## src/rtl/vga_timing_ctrl.sv

```systemverilog
// VGA raster timing generator and pixel sink: counts h/v position, requests one pixel per
// active position and drives RGB444 plus syncs through a 3-stage registered pipeline.
module vga_timing_ctrl #(
    parameter int unsigned H_ACTIVE = 640,
    parameter int unsigned H_FP     = 16,
    parameter int unsigned H_SYNC   = 96,
    parameter int unsigned H_BP     = 48,
    parameter int unsigned V_ACTIVE = 480,
    parameter int unsigned V_FP     = 10,
    parameter int unsigned V_SYNC   = 2,
    parameter int unsigned V_BP     = 33,
    parameter bit          SYNC_POL = 1'b0
) (
    input  logic        clk_v,
    input  logic        rst_v,
    input  logic        en_i,
    input  logic [11:0] data_i,
    output logic        data_req_o,
    output logic        hsync_o,
    output logic        vsync_o,
    output logic [3:0]  red_o,
    output logic [3:0]  green_o,
    output logic [3:0]  blue_o,
    output logic        blank_o,
    output logic        frame_start_o
);

    localparam int unsigned H_TOTAL = H_ACTIVE + H_FP + H_SYNC + H_BP;
    localparam int unsigned V_TOTAL = V_ACTIVE + V_FP + V_SYNC + V_BP;
    localparam int unsigned HW      = $clog2(H_TOTAL);
    localparam int unsigned VW      = $clog2(V_TOTAL);

    localparam logic [HW-1:0] H_LAST   = HW'(H_TOTAL - 1);
    localparam logic [HW-1:0] H_ACT    = HW'(H_ACTIVE);
    localparam logic [HW-1:0] HS_START = HW'(H_ACTIVE + H_FP);
    localparam logic [HW-1:0] HS_END   = HW'(H_ACTIVE + H_FP + H_SYNC);
    localparam logic [VW-1:0] V_LAST   = VW'(V_TOTAL - 1);
    localparam logic [VW-1:0] V_ACT    = VW'(V_ACTIVE);
    localparam logic [VW-1:0] VS_START = VW'(V_ACTIVE + V_FP);
    localparam logic [VW-1:0] VS_END   = VW'(V_ACTIVE + V_FP + V_SYNC);

    // Stage 0: raster position
    logic [HW-1:0] h_cnt_q, h_cnt_d;
    logic [VW-1:0] v_cnt_q, v_cnt_d;

    always_comb begin
        h_cnt_d = h_cnt_q;
        v_cnt_d = v_cnt_q;
        if (!en_i) begin
            h_cnt_d = '0;
            v_cnt_d = '0;
        end else if (h_cnt_q == H_LAST) begin
            h_cnt_d = '0;
            v_cnt_d = (v_cnt_q == V_LAST) ? '0 : v_cnt_q + VW'(1);
        end else begin
            h_cnt_d = h_cnt_q + HW'(1);
        end
    end

    always_ff @(posedge clk_v or posedge rst_v) begin
        if (rst_v) begin
            h_cnt_q <= '0;
            v_cnt_q <= '0;
        end else begin
            h_cnt_q <= h_cnt_d;
            v_cnt_q <= v_cnt_d;
        end
    end

    // Decode; gated by en_i so a disabled timer presents an idle raster downstream
    logic de, hs, vs, fs;
    always_comb begin
        de = en_i && (h_cnt_q < H_ACT) && (v_cnt_q < V_ACT);
        hs = en_i && (h_cnt_q >= HS_START) && (h_cnt_q < HS_END);
        vs = en_i && (v_cnt_q >= VS_START) && (v_cnt_q < VS_END);
        fs = de && (h_cnt_q == '0) && (v_cnt_q == '0);
    end

    // Stages 1 and 2: control delayed to meet the returning pixel word
    logic req_q, de1_q, hs1_q, vs1_q, fs1_q;
    logic de2_q, hs2_q, vs2_q, fs2_q;

    always_ff @(posedge clk_v or posedge rst_v) begin
        if (rst_v) begin
            req_q <= 1'b0;
            de1_q <= 1'b0;
            hs1_q <= 1'b0;
            vs1_q <= 1'b0;
            fs1_q <= 1'b0;
            de2_q <= 1'b0;
            hs2_q <= 1'b0;
            vs2_q <= 1'b0;
            fs2_q <= 1'b0;
        end else begin
            req_q <= de;
            de1_q <= de;
            hs1_q <= hs;
            vs1_q <= vs;
            fs1_q <= fs;
            de2_q <= de1_q;
            hs2_q <= hs1_q;
            vs2_q <= vs1_q;
            fs2_q <= fs1_q;
        end
    end

    // Stage 3: pin registers
    logic [11:0] rgb_q, rgb_d;
    logic        hsync_q, hsync_d, vsync_q, vsync_d, blank_q, blank_d, fstart_q, fstart_d;

    always_comb begin
        rgb_d    = de2_q ? data_i : 12'h000;
        hsync_d  = hs2_q ? SYNC_POL : ~SYNC_POL;
        vsync_d  = vs2_q ? SYNC_POL : ~SYNC_POL;
        blank_d  = ~de2_q;
        fstart_d = fs2_q;
    end

    always_ff @(posedge clk_v or posedge rst_v) begin
        if (rst_v) begin
            rgb_q    <= 12'h000;
            hsync_q  <= ~SYNC_POL;
            vsync_q  <= ~SYNC_POL;
            blank_q  <= 1'b1;
            fstart_q <= 1'b0;
        end else begin
            rgb_q    <= rgb_d;
            hsync_q  <= hsync_d;
            vsync_q  <= vsync_d;
            blank_q  <= blank_d;
            fstart_q <= fstart_d;
        end
    end

    assign data_req_o    = req_q;
    assign red_o         = rgb_q[11:8];
    assign green_o       = rgb_q[7:4];
    assign blue_o        = rgb_q[3:0];
    assign hsync_o       = hsync_q;
    assign vsync_o       = vsync_q;
    assign blank_o       = blank_q;
    assign frame_start_o = fstart_q;

endmodule

```

## config.mk

```make
export PLATFORM = sky130hd
export DESIGN_NAME = vga_timing_ctrl
export DESIGN_NICKNAME = d
export VERILOG_FILES = /design/src/rtl/vga_timing_ctrl.sv
export SDC_FILE = /design/constraint.sdc
export NUM_CORES = 1
export LEC_CHECK = 0
export ABC_AREA = 1
export CAP_MARGIN = 10
export CORE_UTILIZATION = 47
export CTS_CLUSTER_DIAMETER = 100
export CTS_CLUSTER_SIZE = 28
export DETAILED_ROUTE_END_ITERATION = 7
export HOLD_SLACK_MARGIN = 0.05
export PLACE_DENSITY = 0.74
export RECOVER_POWER = 25
export SETUP_SLACK_MARGIN = 0.4
export SYNTH_ARGS = -nofsm -noshare
export SYNTH_HDL_FRONTEND = slang
export SYNTH_SLANG_ARGS = --single-unit
```

## constraint.sdc

```tcl
create_clock -name clk_v -period 1.5 [get_ports clk_v]
set_clock_uncertainty 0.1 [all_clocks]
set_input_delay 0.45 -clock clk_v [delete_from_list [all_inputs] [get_ports clk_v]]
set_output_delay 0.45 -clock clk_v [all_outputs]
set_load 0.02 [all_outputs]
```

==> results of run 1 <==
==> registers in the layout (all words and copies together) (netlist names) <==
| name | count |
|---|---|
| rgb_q | 12 |
| h_cnt_q | 10 |
| v_cnt_q | 10 |
| blank_o | 1 |
| de1_q | 1 |
| de2_q | 1 |
| frame_start_o | 1 |
| fs1_q | 1 |
| fs2_q | 1 |
| hs1_q | 1 |
| hs2_q | 1 |
| hsync_o | 1 |
| vs1_q | 1 |
| vs2_q | 1 |
| vsync_o | 1 |
==> logic make-up (layout without fill, tap and decap cells) <==
kind of cell             count (synthesis)  after routing  synth area share [%]
AND/OR/NAND/NOR                        101            102                  25.0
buffers and inverters                   47            123                  10.1
flip-flops                              44             44                  55.6
AO/OA/AOI/OAI                           20             20                  5.86
adder cells (fa/ha/maj)                  4              4                  2.52
XOR/XNOR                                 2              2                 0.882
==> Yosys cell counts (2+ instances only) <==
cell type | instances | area (µm²)
dfrtp_1 | 41 | 1030
a21oi_1 | 5 | 25.0
inv_1 | 42 | 158
inv_2 | 2 | 7.51
nor2_1 | 21 | 78.8
ha_1 | 4 | 50.1
nand4_1 | 8 | 50.1
nor2_2 | 2 | 12.5
o21ai_0 | 8 | 40.0
o21ai_1 | 2 | 10.0
nand2_1 | 40 | 150
nor4_1 | 2 | 12.5
dfstp_2 | 3 | 78.8
nand3_1 | 13 | 65.1
nor3_1 | 7 | 35.0
==> power by group <==
group | leakage (nW) | internal (mW) | switching [mW] | total, mW
combinational | 0.904 | 0.159 | 0.149 | 0.308
clock | 0.0541 | 0.493 | 0.415 | 0.907
sequential | 0.576 | 1.22 | 0.0266 | 1.25
==> per-layer routing <==
metal  vias up  global-route usage [%]  share of wire (%)
li1        843                       -                  -
met1       885                    28.9                 40
met2        97                    36.5                 50
met3        27                    4.28                6.7
met4         0                    16.2                3.9
met5         -                       0                  0
==> worst register-to-register path, cell delays in order (launching register included) <==
cell and delay, ps:
dfrtp_1 390, buf_6 110, ha_2 180, inv_1 50
nor2_2 160, nand2_2 120, inv_2 80, nand3_1 90
nand4_1 110, o21ai_2 60
==> metrics by stage <==
step / area [µm²] / setup TNS, ps
global placement: 2520 / -2730
global route: 3140 / -1040
floorplan: 2030 / 0
finish: 3140 / -240
CTS: 2970 / -5.45
detailed placement: 2520 / -3180
==> what timing repair did <==
action                                  CTS  global route
pin swaps                                20            15
setup buffers                            14             9
endpoints found under the setup margin   41            40
cloned                                    1             0
gates resized for setup                 164            36
==> how the worst max path moves through the flow <==
stage,start,to,slack [ps],cells past startpoint
floorplan,h_cnt_q[0],h_cnt_q[7],140,7
global placement,en_i,fs1_q,-180,6
CTS,hsync_o,hsync_o,-3,1
finish,v_cnt_q[0],v_cnt_q[6],-60,9
global route,h_cnt_q[1],h_cnt_q[8],-200,6
detailed placement,en_i,fs1_q,-220,6
==> layout make-up <==
| type | instances | area (µm²) |
|---|---|---|
| Sequential cell | 44 | 1110 |
| Multi-Input combinational cell | 128 | 981 |
| Clock inverter | 3 | 42.5 |
| Timing Repair Buffer | 71 | 686 |
| Tap cell | 50 | 62.6 |
| Clock buffer | 5 | 68.8 |
| Inverter | 44 | 186 |
| Fill cell | 235 | 893 |
==> placed cells by master, fill, tap and decap left out, drive strengths merged <==
master         instances
nor4                   2
buf                   55
a21boi                 1
nand2                 44
o22ai                  1
inv                   43
dlygate4sd2            1
clkinv                 1
o211ai                 1
xnor2                  1
ha                     4
o21ai                 10
clkdlybuf4s50         13
o21a                   1
a21oi                  5
a211oi                 1
dfrtp                 41
dlymetal6s2s           1
nor3b                  1
bufinv                 1
nor3                   9
nor2                  24
clkbuf                 6
clkinvlp               2
dfstp                  3
nand4                  8
nand3                 14
xor2                   1
==> out/qor.csv, run 1 <==
metric;value;unit
outcome;finished, violations left;
violations;setup timing;
path_clk_slew;90;ps
finalSetupViolCount;6;
place.gp.congestion;0.825;
clockBufferDepth;2;
worstPathArrival;1660;ps
power;2.46;mW
dieArea;4490;µm²
boundaryPins;32;
drt-wirelength-per-cell;15.9;µm
grt_pass1_wl;7.64;mm
hold_viol;0;
setup_ws;-60.2;ps
final_cells;345;
period_share;104;%
leakage;1.53;nW
vias;1852;
syn_avg_cell_area;9.11;µm²
rsz0062_at_grt;true;
maxCapViolations;0;
worstHoldPathType;flop to flop;
synth-seq-area-share;55.6;%
synthDistinctLibCells;33;
initialDrtViolationCount;118;
synth-seq-cells;44;
synth-edff-count;0;
critPathLaunchType;flop;
hold_end;frame_start_o;
grt_pass1_vias;1726;
grt_use_total;23.4;%
areaGrowthSynthToFinish;57.9;%
netlist_area;1990;µm²
synth_warnings;0;
critPathMaxFanout;3;
via_per_inst;5.37;
clock_latency;300;ps
worstReg2RegEnd;v_cnt_q[6];
ir_drop;0.431;mV
grt.overflow.total;0;
rows;23;
power_density;786;nW/µm²
dp.cells;313;
max_freq;641;MHz
async_flop_share;100;%
fin_hold_ws;253;ps
timing.rr.start;v_cnt_q[0];
critPathSlowestCell;dfrtp_1;
start_util;49.3;%
end_kind;flop;
finalWirelength;5.49;mm
path_delay_family;simple AND/OR/NAND/NOR gates;
cts_buffers;5;
num_antenna_cells;0;
drv_slew;0;
syn_nets;237;
portBuffers;31;
path_cells;buf_6, ha_2, inv_1, nor2_2, nand2_2, inv_2, nand3_1, nand4_1, o21ai_2;
path_buf_inv;3;
postSynthCellCount;218;
coreArea;4030;µm²
utilization;77.8;%
reg2reg_slack;-60;ps
die_h;67;µm
ant_nets;0;
dp_hpwl;2.89;mm
whs_path_depth;0;
fin_crit;1560;ps
clock-sinks;44;
tightestPinTransition;700;ps
htreeDepth;2;
dp_slack;-222;ps
grt_max_degree;29;
tritoncts;built;
hp-start;fs2_q;
fin_nets;313;
postCtsHoldBufs;0;
layout-drive-gt1-share;48.5;%
reg2reg_depth;9;
drt_pass1_iterations;4;
cpPeakStageDelay;390;ps
cp.required;1600;ps
drc;0;
relSlewSlack;53.3;%
crit_type;flop to flop;
antenna_found_initial;0;
clock-root-buffer;clkbuf_8;
synthFlopType;dfrtp_1;
die_w;67;µm
Note: power is estimated with default switching activity, not from simulation.
==> inputs of run 2 (changes only) <==
--- a/config.mk
+++ b/config.mk
@@ -7,6 +7,7 @@
 export LEC_CHECK = 0
 export ABC_AREA = 1
 export CAP_MARGIN = 10
+export CORE_MARGIN = 1.5
 export CORE_UTILIZATION = 47
 export CTS_CLUSTER_DIAMETER = 100
 export CTS_CLUSTER_SIZE = 28
==> out/qor.csv, run 2 (synthesized netlist as in run 1, its figures left out) <==
metric;value;unit
grt_use_total;23.7;%
final_common_cell;dfrtp_1;
start_util;49.3;%
p_seq_share;51.3;%
vias;1765;
via_per_inst;5.19;
crit_type;flop to flop;
reg2reg_slack;-40;ps
power;2.43;mW
busiest_layer;met2;
boundaryPins;32;
dp_slack;-221;ps
finalSetupViolCount;4;
dp.cells;316;
whs_path_depth;1;
place_area;2530;µm²
finalWirelength;5.28;mm
ir_drop;0.526;mV
layout-drive-gt1-share;42.1;%
grt_pass1_wl;7.96;mm
clock_latency;300;ps
period_share;103;%
reg2reg_depth;8;
critPathLaunchType;flop;
coreArea;4030;µm²
power_density;821;nW/µm²
path_buf_inv;1;
p_int;1.86;mW
fin_crit;1540;ps
use_met2;40.7;%
die_w;68;µm
largest_register;rgb_q;
reg_top3;rgb_q x12, h_cnt_q x10, v_cnt_q x10;
dp_hpwl;3.04;mm
path_cells;ha_4, nand3_4, nor2_4, nand2_4, nand2_8, buf_8, a21oi_2, nor2_1;
path_clk_slew;80;ps
antenna_found_initial;0;
ant_nets;0;
hold_viol;0;
final_cells;340;
mostFrequentLayoutCells;dfrtp_1 (41), inv_1 (33), nand2_1 (29);
areaGrowthSynthToFinish;49.2;%
setup_ws;-44.1;ps
drt-wirelength-per-cell;15.5;µm
path_delay_family;flip-flops;
fin_hold_ws;251;ps
num_antenna_cells;0;
portBuffers;31;
violations;setup timing;
maxCapViolations;0;
dieArea;4620;µm²
cpPeakStageDelay;420;ps
cts_buffers;5;
initialDrtViolationCount;129;
drc;0;
critPathSlowestCell;dfrtp_1;
outcome;finished, violations left;
grt.overflow.total;0;
relSlewSlack;73.1;%
crit_cells;8;
p_sw_share;23.6;%
worstHoldPathType;flop to flop;
critPathMaxFanout;8;
clock-root-buffer;clkbuf_8;
pwr-share-clk;37.2;%
grt_max_degree;15;
tritoncts;built;
drv_slew;0;
worstPathArrival;1630;ps
htreeDepth;2;
final_area;2960;µm²
die_h;68;µm
p_switching;0.575;mW
tightestPinTransition;403;ps
rsz0062_at_grt;true;
end_kind;flop;
clockBufferDepth;2;
clock-sinks;44;
p_comb_share;11.6;%
fin_nets;308;
leakage;1.50;nW
cp.required;1590;ps
largest_register_ff_count;12;
grt.met1_usage;26.9;%
place.gp.congestion;0.918;
drt_pass1_iterations;4;
rows;23;
grt_pass1_vias;1784;
max_freq;648;MHz
use_met3;6.74;%
run 2: power by group through the flow:
stage	clock (mW)	sequential, mW	combinational [mW]
final	0.904	1.25	0.282
after global routing	0.966	1.25	0.308
after CTS	0.921	1.25	0.281
after detailed placement	0	1.27	0.237
after global placement	0	1.26	0.232
after floorplan	0	1.29	0.0890
run 2: final cells by class:
class	count	area, µm²
fillers	257	1070
well taps	50	62.6
clock inverters	2	35.0
multi-input cells	128	885
clock buffers	6	72.6
inverters	44	174
repair buffers	66	629
flip-flops and latches	44	1100
run 2: timing repair:
action / 4_1_cts / 5_1_grt
gates cloned: 1 / 0
hold endpoints to repair: 0 / 0
setup buffers: 12 / 3
hold buffers: 0 / 0
endpoints found under the setup margin: 41 / 41
resized for setup: 148 / 14
pin swaps: 13 / 5
run 2: final timing paths:
check	from	to
hold / removal	hs2_q	hsync_o
min in group asynchronous	rst_v	v_cnt_q[8]
setup / recovery	h_cnt_q[1]	v_cnt_q[4]
max in group asynchronous	rst_v	hsync_o
hold reg to reg	hs2_q	hsync_o
setup reg to reg	h_cnt_q[1]	v_cnt_q[4]
run 2: layer usage:
metal | up-vias | share of wire (%)
met5 | - | 0
met4 | 0 | 3.1
met3 | 22 | 8.0
met2 | 100 | 51
met1 | 813 | 38
li1 | 830 | -
run 2: stage by stage:
step                TNS [ps]  util (%)
global placement       -2530      62.9
detailed placement     -3000      62.9
CTS                    -1.63      72.3
finish                 -88.2      73.5
global route           -1130      73.5
floorplan                  0         -
==> inputs of run 3 (changes only) <==
--- a/config.mk
+++ b/config.mk
@@ -13,7 +13,7 @@
 export CTS_CLUSTER_SIZE = 28
 export DETAILED_ROUTE_END_ITERATION = 7
 export HOLD_SLACK_MARGIN = 0.05
-export PLACE_DENSITY = 0.74
+export PLACE_DENSITY = 0.81
 export RECOVER_POWER = 25
 export SETUP_SLACK_MARGIN = 0.4
 export SYNTH_ARGS = -nofsm -noshare
==> out/qor.csv, run 3 (synthesized netlist as in run 1, its figures left out) <==
metric;value;unit
worstHoldPathType;flop to flop;
antenna_found_initial;0;
reg_top3;rgb_q x12, h_cnt_q x10, v_cnt_q x10;
grt_pass1_wl;8.47;mm
boundaryPins;32;
end_kind;flop;
num_antenna_cells;0;
start_util;49.3;%
drt_pass1_iterations;4;
rows;23;
rsz0062_at_grt;true;
portBuffers;31;
leakage;1.51;nW
cts_buffers;5;
tritoncts;built;
top_layer_used;met4;
drt-wirelength-per-cell;15.6;µm
finalSetupViolCount;5;
relSlewSlack;57.4;%
grt_max_degree;18;
period_share;103;%
ir_drop;0.603;mV
final_common_cell;dfrtp_1;
layout-drive-gt1-share;42.5;%
regArea;1100;µm²
tightestPinTransition;638;ps
largest_register;rgb_q;
dr_wl_met3;451;µm
drc;0;
clock_latency;300;ps
critPathMaxFanout;4;
clockBufferDepth;2;
coreArea;4030;µm²
drv_slew;0;
met1_length;2.03;mm
path_buf_inv;1;
fill_cells;276;
place.gp.congestion;0.886;
utilization;75.0;%
grt.overflow.total;0;
fin_crit;1550;ps
multi_input_area;910;µm²
cpPeakStageDelay;420;ps
outcome;finished, violations left;
fin_hold_ws;259;ps
dp_hpwl;3.18;mm
path_cells;inv_2, ha_4, nand2_4, nor3_2, nand2_1, nand2_2, nand2_4, a21boi_2;
power_density;816;nW/µm²
setup_ws;-47.2;ps
areaGrowthSynthToFinish;52.2;%
met2_length;2.64;mm
die_w;68;µm
die_h;68;µm
grt_pass1_vias;1816;
finalWirelength;5.36;mm
fin_nets;312;
setup_tns;-117;ps
violations;setup timing;
initialDrtViolationCount;80;
dieArea;4620;µm²
path_delay_family;simple AND/OR/NAND/NOR gates;
via_per_inst;5.30;
critPathSlowestCell;dfrtp_1;
largest_register_ff_count;12;
grt_use_total;25.5;%
worstPathArrival;1650;ps
critPathLaunchType;flop;
path_clk_slew;90;ps
vias;1823;
ant_nets;0;
cpMostUsedCell;nand2_4;
maxCapViolations;0;
crit_type;flop to flop;
clock-sinks;44;
clock-root-buffer;clkbuf_8;
power;2.47;mW
htreeDepth;2;
hold_viol;0;
postCtsHoldBufs;0;
mostFrequentLayoutCells;dfrtp_1 (41), nand2_1 (34), inv_1 (32);
cp.required;1600;ps
max_freq;646;MHz
## run 3: changes by cell type in the layout (fill, tap and decap cells not counted), sizes merged
cell,before,now
clkbuf,7,9
buf,51,53
## run 3: layout make-up
type / instances / share of cell area, %
clock buffer: 6 / 2.73
clock inverter: 2 / 1.28
inverter: 44 / 5.84
multi-input combinational: 128 / 30.1
sequential: 44 / 36.6
tap: 50 / 2.07
timing repair buffer: 70 / 21.4
## run 3: routing by layer
layer | GRT usage, % | up-vias
li1 | - | 832
met1 | 29.4 | 853
met2 | 42.0 | 109
met3 | 7.57 | 29
met4 | 14.8 | 0
met5 | 0 | -
## run 3: final timing paths
path / depth (start not counted) / slack, ps / start / endpoint
max: 8 / -50 / v_cnt_q[0] / v_cnt_q[5]
min: 1 / 260 / vs2_q / vsync_o
max reg2reg: 8 / -50 / v_cnt_q[0] / v_cnt_q[5]
min reg2reg: 1 / 260 / vs2_q / vsync_o
max in group asynchronous: 3 / 170 / rst_v / hs2_q
min in group asynchronous: 3 / 570 / rst_v / v_cnt_q[9]
## run 3: per-stage QoR
step	std cells	setup slack, ps	area, µm²
after floorplan	218	144	2030
after global placement	315	-161	2510
after detailed placement	315	-261	2510
after CTS	342	5.69	2970
after global routing	344	-103	3020
final	344	-47.2	3020
## run 3: power by group
| group | internal, mW | total, mW | switching (mW) |
|---|---|---|---|
| Combinational | 0.135 | 0.274 | 0.139 |
| Clock | 0.544 | 0.947 | 0.403 |
| Sequential | 1.22 | 1.25 | 0.0252 |
## run 3: what timing repair did
item,in CTS,in global routing
setup endpoints to repair,41,40
setup buffers,18,2
gates cloned,1,0
endpoints found under the hold margin,0,0
pin swaps,13,4
resized for setup,155,12
